`config.mk`:
```
export PLATFORM = sky130hd
export DESIGN_NAME = touch_key_multi_ctrl
export DESIGN_NICKNAME = d
export VERILOG_FILES = /design/src/rtl/touch_pkg.sv /design/src/rtl/touch_key_chan.sv /design/src/rtl/touch_key_multi_ctrl.sv
export SDC_FILE = /design/constraint.sdc
export NUM_CORES = 1
export LEC_CHECK = 0
export CORE_UTILIZATION = 40
export CTS_BUF_LIST = sky130_fd_sc_hd__clkbuf_8 sky130_fd_sc_hd__clkbuf_16
export DETAILED_ROUTE_END_ITERATION = 8
export GPL_TIMING_DRIVEN = 0
export PLACE_DENSITY = 0.63
export RECOVER_POWER = 50
export SYNTH_ARGS = -nofsm -noshare
export SYNTH_HDL_FRONTEND = slang
export SYNTH_SLANG_ARGS = --single-unit
```
`constraint.sdc`:
```
create_clock -name sys_clk -period 8.46 [get_ports sys_clk]
set_input_delay 1.692 -clock sys_clk [delete_from_list [all_inputs] [get_ports sys_clk]]
set_output_delay 1.692 -clock sys_clk [all_outputs]
set_load 0.005 [all_outputs]
```
`src/rtl/touch_pkg.sv`:
```
// Shared definitions for the multi-channel touch-key controller: LED modes and
// a width helper for the per-channel counters.
package touch_pkg;

  localparam logic [1:0] MODE_TOGGLE      = 2'b00;
  localparam logic [1:0] MODE_MOMENTARY   = 2'b01;
  localparam logic [1:0] MODE_LONG_TOGGLE = 2'b10;

  // Bits needed to hold 0..value-1; never less than one bit.
  function automatic int unsigned clog2(input int unsigned value);
    int unsigned w;
    w = 0;
    while ((64'd1 << w) < 64'(value)) begin
      w++;
    end
    if (w == 0) begin
      w = 1;
    end
    return w;
  endfunction

endpackage

```
`src/rtl/touch_key_chan.sv`:
```
// One touch-key channel: 2-flop synchroniser, glitch filter, long-press timer,
// event pulses and the mode-dependent LED latch.
module touch_key_chan
  import touch_pkg::*;
#(
  parameter int unsigned FILTER_CYC = 1_000_000,
  parameter int unsigned LONG_CYC   = 25_000_000,
  parameter logic        TOUCH_LVL  = 1'b0
) (
  input  logic       sys_clk,
  input  logic       sys_rst,
  input  logic       touch_key,
  input  logic [1:0] mode,
  output logic       touched,
  output logic       press_pulse,
  output logic       long_pulse,
  output logic       led
);

  localparam int unsigned FW = clog2(FILTER_CYC);
  localparam int unsigned LW = clog2(LONG_CYC);

  logic          s1_q, s2_q;
  logic          filt_q, filt_d;
  logic [FW-1:0] fcnt_q, fcnt_d;
  logic          filt_dly_q;
  logic [LW-1:0] lcnt_q, lcnt_d;
  logic          long_q, long_d;
  logic          latch_q, latch_d;
  logic          s2_touch;

  always_ff @(posedge sys_clk or posedge sys_rst) begin
    if (sys_rst) begin
      s1_q       <= ~TOUCH_LVL;
      s2_q       <= ~TOUCH_LVL;
      filt_q     <= 1'b0;
      fcnt_q     <= '0;
      filt_dly_q <= 1'b0;
      lcnt_q     <= '0;
      long_q     <= 1'b0;
      latch_q    <= 1'b0;
    end else begin
      s1_q       <= touch_key;
      s2_q       <= s1_q;
      filt_q     <= filt_d;
      fcnt_q     <= fcnt_d;
      filt_dly_q <= filt_q;
      lcnt_q     <= lcnt_d;
      long_q     <= long_d;
      latch_q    <= latch_d;
    end
  end

  always_comb begin
    s2_touch = (s2_q == TOUCH_LVL);

    // Any cycle that agrees with the filtered state restarts the count.
    filt_d = filt_q;
    fcnt_d = '0;
    if (s2_touch != filt_q) begin
      if (fcnt_q == FW'(FILTER_CYC - 1)) begin
        filt_d = s2_touch;
      end else begin
        fcnt_d = fcnt_q + FW'(1);
      end
    end

    lcnt_d = '0;
    if (filt_q) begin
      lcnt_d = (lcnt_q == LW'(LONG_CYC - 1)) ? lcnt_q : lcnt_q + LW'(1);
    end
    // Registered so the pulse coincides with the counter reaching its ceiling.
    long_d = filt_q && (lcnt_q == LW'(LONG_CYC - 2));

    press_pulse = filt_q & ~filt_dly_q;
    long_pulse  = long_q;
    touched     = filt_q;

    latch_d = latch_q;
    case (mode)
      MODE_MOMENTARY:   latch_d = latch_q;
      MODE_LONG_TOGGLE: latch_d = latch_q ^ long_q;
      default:          latch_d = latch_q ^ press_pulse;
    endcase

    led = (mode == MODE_MOMENTARY) ? filt_q : latch_q;
  end

endmodule

```
`src/rtl/touch_key_multi_ctrl.sv`:
```
// N independent touch-key channels, each driving one LED in a run-time
// selectable mode.
module touch_key_multi_ctrl
  import touch_pkg::*;
#(
  parameter int unsigned CH_NUM     = 4,
  parameter int unsigned FILTER_CYC = 1_000_000,
  parameter int unsigned LONG_CYC   = 25_000_000,
  parameter logic        TOUCH_LVL  = 1'b0
) (
  input  logic                sys_clk,
  input  logic                sys_rst,
  input  logic [CH_NUM-1:0]   touch_key,
  input  logic [2*CH_NUM-1:0] mode,
  output logic [CH_NUM-1:0]   touched,
  output logic [CH_NUM-1:0]   press_pulse,
  output logic [CH_NUM-1:0]   long_pulse,
  output logic [CH_NUM-1:0]   led
);

  for (genvar i = 0; i < CH_NUM; i++) begin : g_chan
    touch_key_chan #(
      .FILTER_CYC (FILTER_CYC),
      .LONG_CYC   (LONG_CYC),
      .TOUCH_LVL  (TOUCH_LVL)
    ) u_chan (
      .sys_clk     (sys_clk),
      .sys_rst     (sys_rst),
      .touch_key   (touch_key[i]),
      .mode        (mode[2*i +: 2]),
      .touched     (touched[i]),
      .press_pulse (press_pulse[i]),
      .long_pulse  (long_pulse[i]),
      .led         (led[i])
    );
  end

endmodule
```
Word-level counts from Yosys, hierarchy flattened
Cells that the tools add are included.

cells by class
  equal/unequal tests = 28
  $add $sub $neg = 8
  reductions and logical operators = 8
  bitwise operators = 20
  muxes and demuxes = 24

operators by type and width
  cell                   count
  $eq 25x25->1 const B   8
  $mux 25                8
  $mux 20                8
  $add 25x1->25 const B  4
  $add 20x1->20 const B  4
  $eq 20x20->1 const B   4
  $eq 2x1->1 const B     4
  $eq 2x2->1 const B     4
  $ne 2x2->1 const B     4
  $not 1->1              8
  $pmux 1 s2             4
  $reduce_and 2->1       4
  $xor 1x1->1            8
  $and 1x1->1            4
  $logic_and 1x1->1      4
  $mux 1                 4
  $ne 1x1->1             4

word-level totals
  output and inout port bits = 16
  input port bits = 14
  register bits after elaboration = 204
  word-level logic and storage cells = 120

Logic depth before layout (Yosys ltp)
  depth after elaboration = 4
  depth in mapped cells = 8
  gate-level depth less buffers = 6

Modules after synthesis
Synthesis repeated with hierarchy kept, for this count alone.

second synthesis, totals
  cells, all modules = 1005
  area, all modules = 9912.0 µm²

by module, submodules not included
  module                                 times used  sequential area each (µm²)  area each (µm²)  cells each
  touch_key_chan (g_chan[0].u_chan ...)  3           1278.7                      2478.6           252
  touch_key_chan (g_chan[1].u_chan)      1           1278.7                      2476.1           249

Worst setup path before layout
Ideal clock, no wire load.

  path type = input-to-output
  start point = input port mode[4]
  end point = output port led[2]
  setup slack = 4696 ps
  arrival time = 2072 ps
  stages on the path = 3
  cell sequence = inv_1 o31ai_1 buf_4

on the way
  cells in the longest elaborated chain, start to end = 2

ends and longest elaborated chain
  item         line                        source
  from (decl)  touch_key_multi_ctrl.sv:14  input logic [2*CH_NUM-1:0] mode,
  $eq 2x1->1   touch_key_chan.sv:86        led = (mode == MODE_MOMENTARY) ? filt_q : latch_q;
  $mux 1       touch_key_chan.sv:86
  to (decl)    touch_key_multi_ctrl.sv:18  output logic [CH_NUM-1:0] led

Every way passes these cells.

Worst setup path after layout
  start point = input port mode[2]
  end point = output port led[1]

Same word-level chain as after synthesis.

==> metrics.txt <==
status complete, but fails checks; failing checks max-capacitance violations, max-slew violations; full die area 25,450 um^2; syn nets 1,039; share of synthesized registers carrying an async set or reset 100.0%; # IOs 30; fmax 0.2073 GHz; Worst Path Arrival 3.13 ns; Max VDD drop 0.0001449 V; post-CTS resize count 0; clock sink total 204; Fin. Hold Viols 0; EDFF count, synth 0; Clock Latency Late Sink 0.50 ns; setup tns final 0 ns; Period minus WS final 4.823 ns; CTS tree built; Worst EP required 6.77 ns; chip width 159.5 um; number of global-route vias before repair 7,028; hold_buf cts 0; slowest stage delay, CP 0.50 ns; share of cells above drive strength 1 7.288%; Worst Setup Start Kind input pin; Clock transition at path regs 0.06 ns; Total Routing Usage GR 14.92%; DR WL/cell 12.93 um; H-tree depth 1; slew margin rel. -129.4%; area delta synth->final 14.87%; drt drc 0; RD Place Congestion 0.7858; Detailed Place HPWL 11,780 um; flops & latches, synth 204; slowest CP cell clkdlybuf4s50_1; crit-path most repeated cell clkdlybuf4s50_1; setup ws final 3.637 ns; dpl ws 3.634 ns; ANT cells 0; antenna-violating nets left 0; Logic pwr share 2.2%; worst hold path class flop to flop; first-pass GRT wire length 32,710 um; Syn Inst Count 1,013; CTS buffer count 23; core area 24,320 um^2; Leak 4.744 nW; vias per inst 5.026; net switching component of the power 0.0004220 W; largest net degree at the start of global routing 130; Post-Synthesis Cell Area 9926 um^2; Max Cap Viol 1; Internal 0.001608 W; Setup Skew 0.008389 ns; crit end category output pin; Detailed Route Iter0 Violations 318; Clock Power Share 49.0%; period utilization 57.01%; mean post-synth cell area 9.798 um^2; synth unique cells 48; total global routing overflow 0; die height 159.5 um; post-CTS setup buffer count 0; Sequential Power Share 48.8%; switching portion of total power 20.79%; num rows 57; final setup fails 0; initial antenna violation count 0; Pre-antenna DRT Iters 5; Crit Path Max Fanout 3; Setup CP Type input pin to output pin; DR vias 7,076; Least-Margin Pin Slew 3.422 ns; Total Routed Length 18,210 um; Seq/Total Area, Yosys 51.53%; cell chain of the critical path clkdlybuf4s50_1, inv_1, o31ai_1, buf_4, clkdlybuf4s50_1; initial core utilization 40.81%; power per cell area 178.0 nW/um^2; RSZ-0062 raised after global routing no; Max Transition Viols Final 76; clk buf depth 3; post-layout net count 1,094; yosys warns 0; IO Port Bufs 29; Main synth FF type dfrtp_1; root buffer cell clkbuf_16
worst paths after layout:
check | depth (start not counted) | end | startpoint | slack, ns
min in group asynchronous | 2 | g_chan[0].u_chan.lcnt_q[21]$_DFFE_PP0P_ | sys_rst | 2.66
setup / recovery | 5 | led[1] | mode[2] | 3.64
setup reg to reg | 8 | g_chan[0].u_chan.fcnt_q[13]$_DFF_PP0_ | g_chan[0].u_chan.fcnt_q[0]$_DFF_PP0_ | 5.75
hold reg to reg | 0 | g_chan[0].u_chan.s2_q$_DFF_PP1_ | g_chan[0].u_chan.s1_q$_DFF_PP1_ | 0.35
hold / removal | 0 | g_chan[0].u_chan.s2_q$_DFF_PP1_ | g_chan[0].u_chan.s1_q$_DFF_PP1_ | 0.35
max in group asynchronous | 3 | g_chan[2].u_chan.lcnt_q[13]$_DFFE_PP0P_ | sys_rst | 4.24
critical path, delay by kind of cell:
kind	cells	cell delay, ns
AO/OA/AOI/OAI	1	0.25
buffers and inverters	4	1.19
routing by layer:
metal,global-route usage (%),part of all wire (%),vias up
li1,-,-,3555
met1,20.98,51,3426
met2,23.92,45,77
met3,2.605,3.1,18
met4,3.584,1.4,0
met5,0,0,-
cell usage in the layout, fill, tap and decap left out, types with 3 or more instances in the layout:
cell type,n
or3_1,8
xor2_1,107
nor4bb_1,3
inv_1,26
or4b_1,3
clkinv_2,8
nor2_1,201
a21oi_1,9
clkdlybuf4s50_1,24
and4_1,15
mux2i_1,11
xnor2_1,51
nor4_1,16
clkbuf_8,3
nor4b_1,7
ha_1,12
nand3_1,77
o21ai_0,21
dfstp_2,7
nor3_1,25
nand4_1,44
and3_1,28
clkbuf_1,23
a31oi_1,5
or2_2,7
clkbuf_16,23
buf_4,16
bufinv_16,3
dlygate4sd3_1,5
nand2_1,60
o31ai_1,6
dfrtp_1,196
or4_1,5
state kept, by name, summed over array words and instances, names as in the netlist:
| signal | flops |
|---|---|
| g_chan.u_chan.lcnt_q | 100 |
| g_chan.u_chan.fcnt_q | 80 |
| g_chan.u_chan.filt_dly_q | 4 |
| g_chan.u_chan.latch_q | 4 |
| g_chan.u_chan.long_pulse | 4 |
| g_chan.u_chan.s1_q | 4 |
| g_chan.u_chan.s2_q | 4 |
| g_chan.u_chan.touched | 4 |
cell type report:
cell class | count | area [um^2]
clock inverter | 15 | 145.1
tap | 324 | 405.4
fill | 2247 | 12920
timing repair buffer | 30 | 317.8
sequential | 204 | 5115
multi-input combinational | 742 | 4474
clock buffer | 26 | 616.8
inverter | 26 | 98.84
buffer | 41 | 229.0
cells in the mapped netlist, types with 9 or more instances:
| master | count | area (um^2) |
|---|---|---|
| nor4_1 | 16 | 100.1 |
| and3_1 | 28 | 175.2 |
| mux2i_1 | 11 | 110.1 |
| xnor2_1 | 51 | 446.7 |
| nand2_1 | 60 | 225.2 |
| and4_1 | 15 | 131.4 |
| nand3_1 | 77 | 385.4 |
| clkbuf_1 | 21 | 78.83 |
| nand4_1 | 43 | 269.0 |
| buf_4 | 16 | 120.1 |
| ha_1 | 12 | 150.1 |
| o21ai_0 | 21 | 105.1 |
| nor3_1 | 25 | 125.1 |
| xor2_1 | 107 | 937.2 |
| dfrtp_1 | 196 | 4905 |
| nor2_1 | 201 | 754.5 |
| a21oi_1 | 9 | 45.04 |
| inv_1 | 22 | 82.58 |
power by group through the flow:
stage                     Sequential, W  Combinational [W]  Clock (W)
final                          0.000991          0.0000443   0.000995
after floorplan                 0.00101          0.0000283          0
after detailed placement        0.00101          0.0000471          0
after global routing           0.000991          0.0000527    0.00107
after global placement          0.00101          0.0000448          0
after CTS                      0.000990          0.0000473    0.00103
per-stage QoR:
step | hold slack [ns] | std cells | util, % | instance area, um^2 | power, W
3_3_place_gp | 0.3461 | 1366 | 43.67 | 10620 | 0.001053
4_1_cts | 0.3554 | 1408 | 46.95 | 11420 | 0.002065
2_1_floorplan | 0.3452 | 1013 | - | 9926 | 0.001035
5_1_grt | 0.3653 | 1408 | 46.88 | 11400 | 0.002110
3_5_place_dp | 0.3468 | 1367 | 43.82 | 10660 | 0.001055
6_report | 0.3544 | 1408 | 46.88 | 11400 | 0.002030
logic make-up after synthesis:
family          after synthesis  share of synthesized area [%]
compound gates               48                          2.937
fa+ha+maj                    12                          1.513
simple gates                513                          25.68
buf+inv                      67                          3.290
xor+xnor                    158                          13.94
mux                          11                          1.109
flops                       204                          51.53
Note: power is estimated with default switching activity, not from simulation.
==> patch: new RTL, same flow settings <==
`FILTER_CYC` is set to 1_000_000 in 2 places; all go to 500_000.
--- a/src/rtl/touch_key_chan.sv
+++ b/src/rtl/touch_key_chan.sv
@@ -4,5 +4,5 @@
   import touch_pkg::*;
 #(
-  parameter int unsigned FILTER_CYC = 1_000_000,
+  parameter int unsigned FILTER_CYC = 500_000,
   parameter int unsigned LONG_CYC   = 25_000_000,
   parameter logic        TOUCH_LVL  = 1'b0
--- a/src/rtl/touch_key_multi_ctrl.sv
+++ b/src/rtl/touch_key_multi_ctrl.sv
@@ -5,5 +5,5 @@
 #(
   parameter int unsigned CH_NUM     = 4,
-  parameter int unsigned FILTER_CYC = 1_000_000,
+  parameter int unsigned FILTER_CYC = 500_000,
   parameter int unsigned LONG_CYC   = 25_000_000,
   parameter logic        TOUCH_LVL  = 1'b0
Formal check against the unedited RTL: no difference found for any inputs over 10 cycles, from zero or initial values and one cycle with sys_rst high; that may be too few to reach the edited logic, so the function may still have changed.
==> patch against the unedited design <==
Cell area is 2.1% lower. Core utilization down 0.97 points. Largest cell class unchanged. Synthesized area decreased by 0.15%. Sequential cell count fell by 4. Largest power group is now sequential cells. Sequential share of layout area is 0.054 points higher. Setup slack got worse by 0.14 ns. Final cell count down 1.6%. Total power is 7.7% lower. Wire length down 2.9%.
==> patch: results (changes against the unedited design) <==
The run finished with clean final reports. The count of cells along the worst register-to-register path is 5 (was 8), and the relative slew slack is 9.89% (was -129%). The total number of vias came out at 6,962 (was 7,076). The standby leakage power was 4.67 nW (was 4.74 nW); the slack of the worst reg-to-reg path was 5.93 ns (was 5.75 ns).

Total of clock buffers placed in the layout: 20 (was 26). The clock latency on the worst-skew pair is 0.43 ns (was 0.50 ns), and the number of multi-input combinational cells is 733 (was 742). The tools report the launching point of the worst reg2reg path as g_chan[0].u_chan.lcnt_q[8] (was g_chan[0].u_chan.fcnt_q[0]). The fraction of final layout cells with drive strength greater than 1 was 7.06% (was 7.29%); the number of global-route vias before repair was 6,663 (was 7,028).

For the global-route wire length before repair, the log shows 31,000 um (was 32,700 um). The worst ir drop on vdd is 0.0934 mV (was 0.145 mV). The register area share after synthesis was 50.6% (was 51.5%); the part of the power in the clock network was 45.9% (was 49.0%). The number of ordinary and repair buffers in the finished layout works out to 67 (was 71).

The weighted congestion reported at the end of routability-driven placement was 0.764 (was 0.786). Leading post-synthesis cells by cell area: dfrtp_1 48%, xor2_1 9.0%, nor2_1 6.6% (was dfrtp_1 49%, xor2_1 9.4%, nor2_1 7.6%). The post-placement cell count was 1,354 (was 1,367). Largest registers: g_chan.u_chan.lcnt_q x100, g_chan.u_chan.fcnt_q x76 (was g_chan.u_chan.lcnt_q x100, g_chan.u_chan.fcnt_q x80). The run gives 1,075 (was 1,094) as the final net count.

Worst setup path startpoint: mode[7] (was mode[2]). The synthesized instance count is 1,000 (was 1,013), and the number of distinct library cell variants in the gate-level netlist after synthesis is 56 (was 48). The tools report the area used by multi-input combinational logic as 0.00448 sq mm (was 0.00447 sq mm). The number of flip-flops and latches in the synthesized netlist was 200 (was 204).

The tools report the final wirelength as 17,700 um (was 18,200 um). The logs give 4 (was 5) for the first-pass detailed-route iteration total and 14.6% (was 14.9%) for the aggregate global-route resource usage. The longest individual stage delay on the worst path was 0.58 ns (was 0.50 ns); the largest buffer count on any clock path was 2 (was 3). The buffer share of cell area is 4.63% (was 4.80%), and the post-placement worst setup slack is 3.56 ns (was 3.63 ns). Post-synth top cells: 192 x dfrtp_1, 174 x nor2_1, 102 x xor2_1, 72 x nand2_1, 65 x nand3_1 (was 201 x nor2_1, 196 x dfrtp_1, 107 x xor2_1, 77 x nand3_1, 60 x nand2_1).

The number of DRC markers in iteration 0 was 291 (was 318); the sequential cell area share was 44.9% (about the same). For the number of maximum-capacitance violations, the log shows 0 (was 1). The clock distribution area overhead in the final layout came out at 5.59% (was 6.68%).

The switching power came out at 383 uW (was 422 uW).
==> patch: cell families after synthesis <==
family	after synthesis	share of synthesized area, %
flip-flops	200	50.6
AO/OA/AOI/OAI	55	3.50
AND/OR/NAND/NOR	503	26.6
adder cells (fa/ha/maj)	12	1.51
buffers and inverters	67	3.23
XOR/XNOR	150	13.3
multiplexers	13	1.33
==> patch: worst min-delay path by stage <==
stage          slack [ns]  cells past startpoint                    end                  start
2_1_floorplan        0.35                      0  g_chan[0].u_chan.s2_q  g_chan[0].u_chan.s1_q
3_3_place_gp         0.35                      0  g_chan[2].u_chan.s2_q  g_chan[2].u_chan.s1_q
3_5_place_dp         0.35                      0  g_chan[2].u_chan.s2_q  g_chan[2].u_chan.s1_q
6_report             0.36                      0  g_chan[0].u_chan.s2_q  g_chan[0].u_chan.s1_q
4_1_cts              0.36                      0  g_chan[2].u_chan.s2_q  g_chan[2].u_chan.s1_q
5_1_grt              0.36                      0  g_chan[2].u_chan.s2_q  g_chan[2].u_chan.s1_q
==> patch: worst reg2reg max path: cells and delay by family (launching register included) <==
kind | cells | cell delay, ns
AOI/OAI and AO/OA | 1 | 0.14
and+or+nand+nor | 4 | 1.91
DFF | 1 | 0.41
==> patch: per-stage QoR <==
| stage | setup TNS, ns | instance area, sq um | power, mW |
|---|---|---|---|
| after floorplan | 0 | 9910 | 1.02 |
| after global placement | -288.31 | 10600 | 1.03 |
| after detailed placement | 0 | 10600 | 1.04 |
| after CTS | 0 | 11300 | 1.90 |
| after global routing | 0 | 11200 | 1.94 |
| final | 0 | 11200 | 1.87 |
==> patch: layer usage <==
layer	track usage, %	routed length (um)
met2	23.3	8140
met5	0	0
met3	2.60	371
met4	4.72	184
met1	20.2	8980
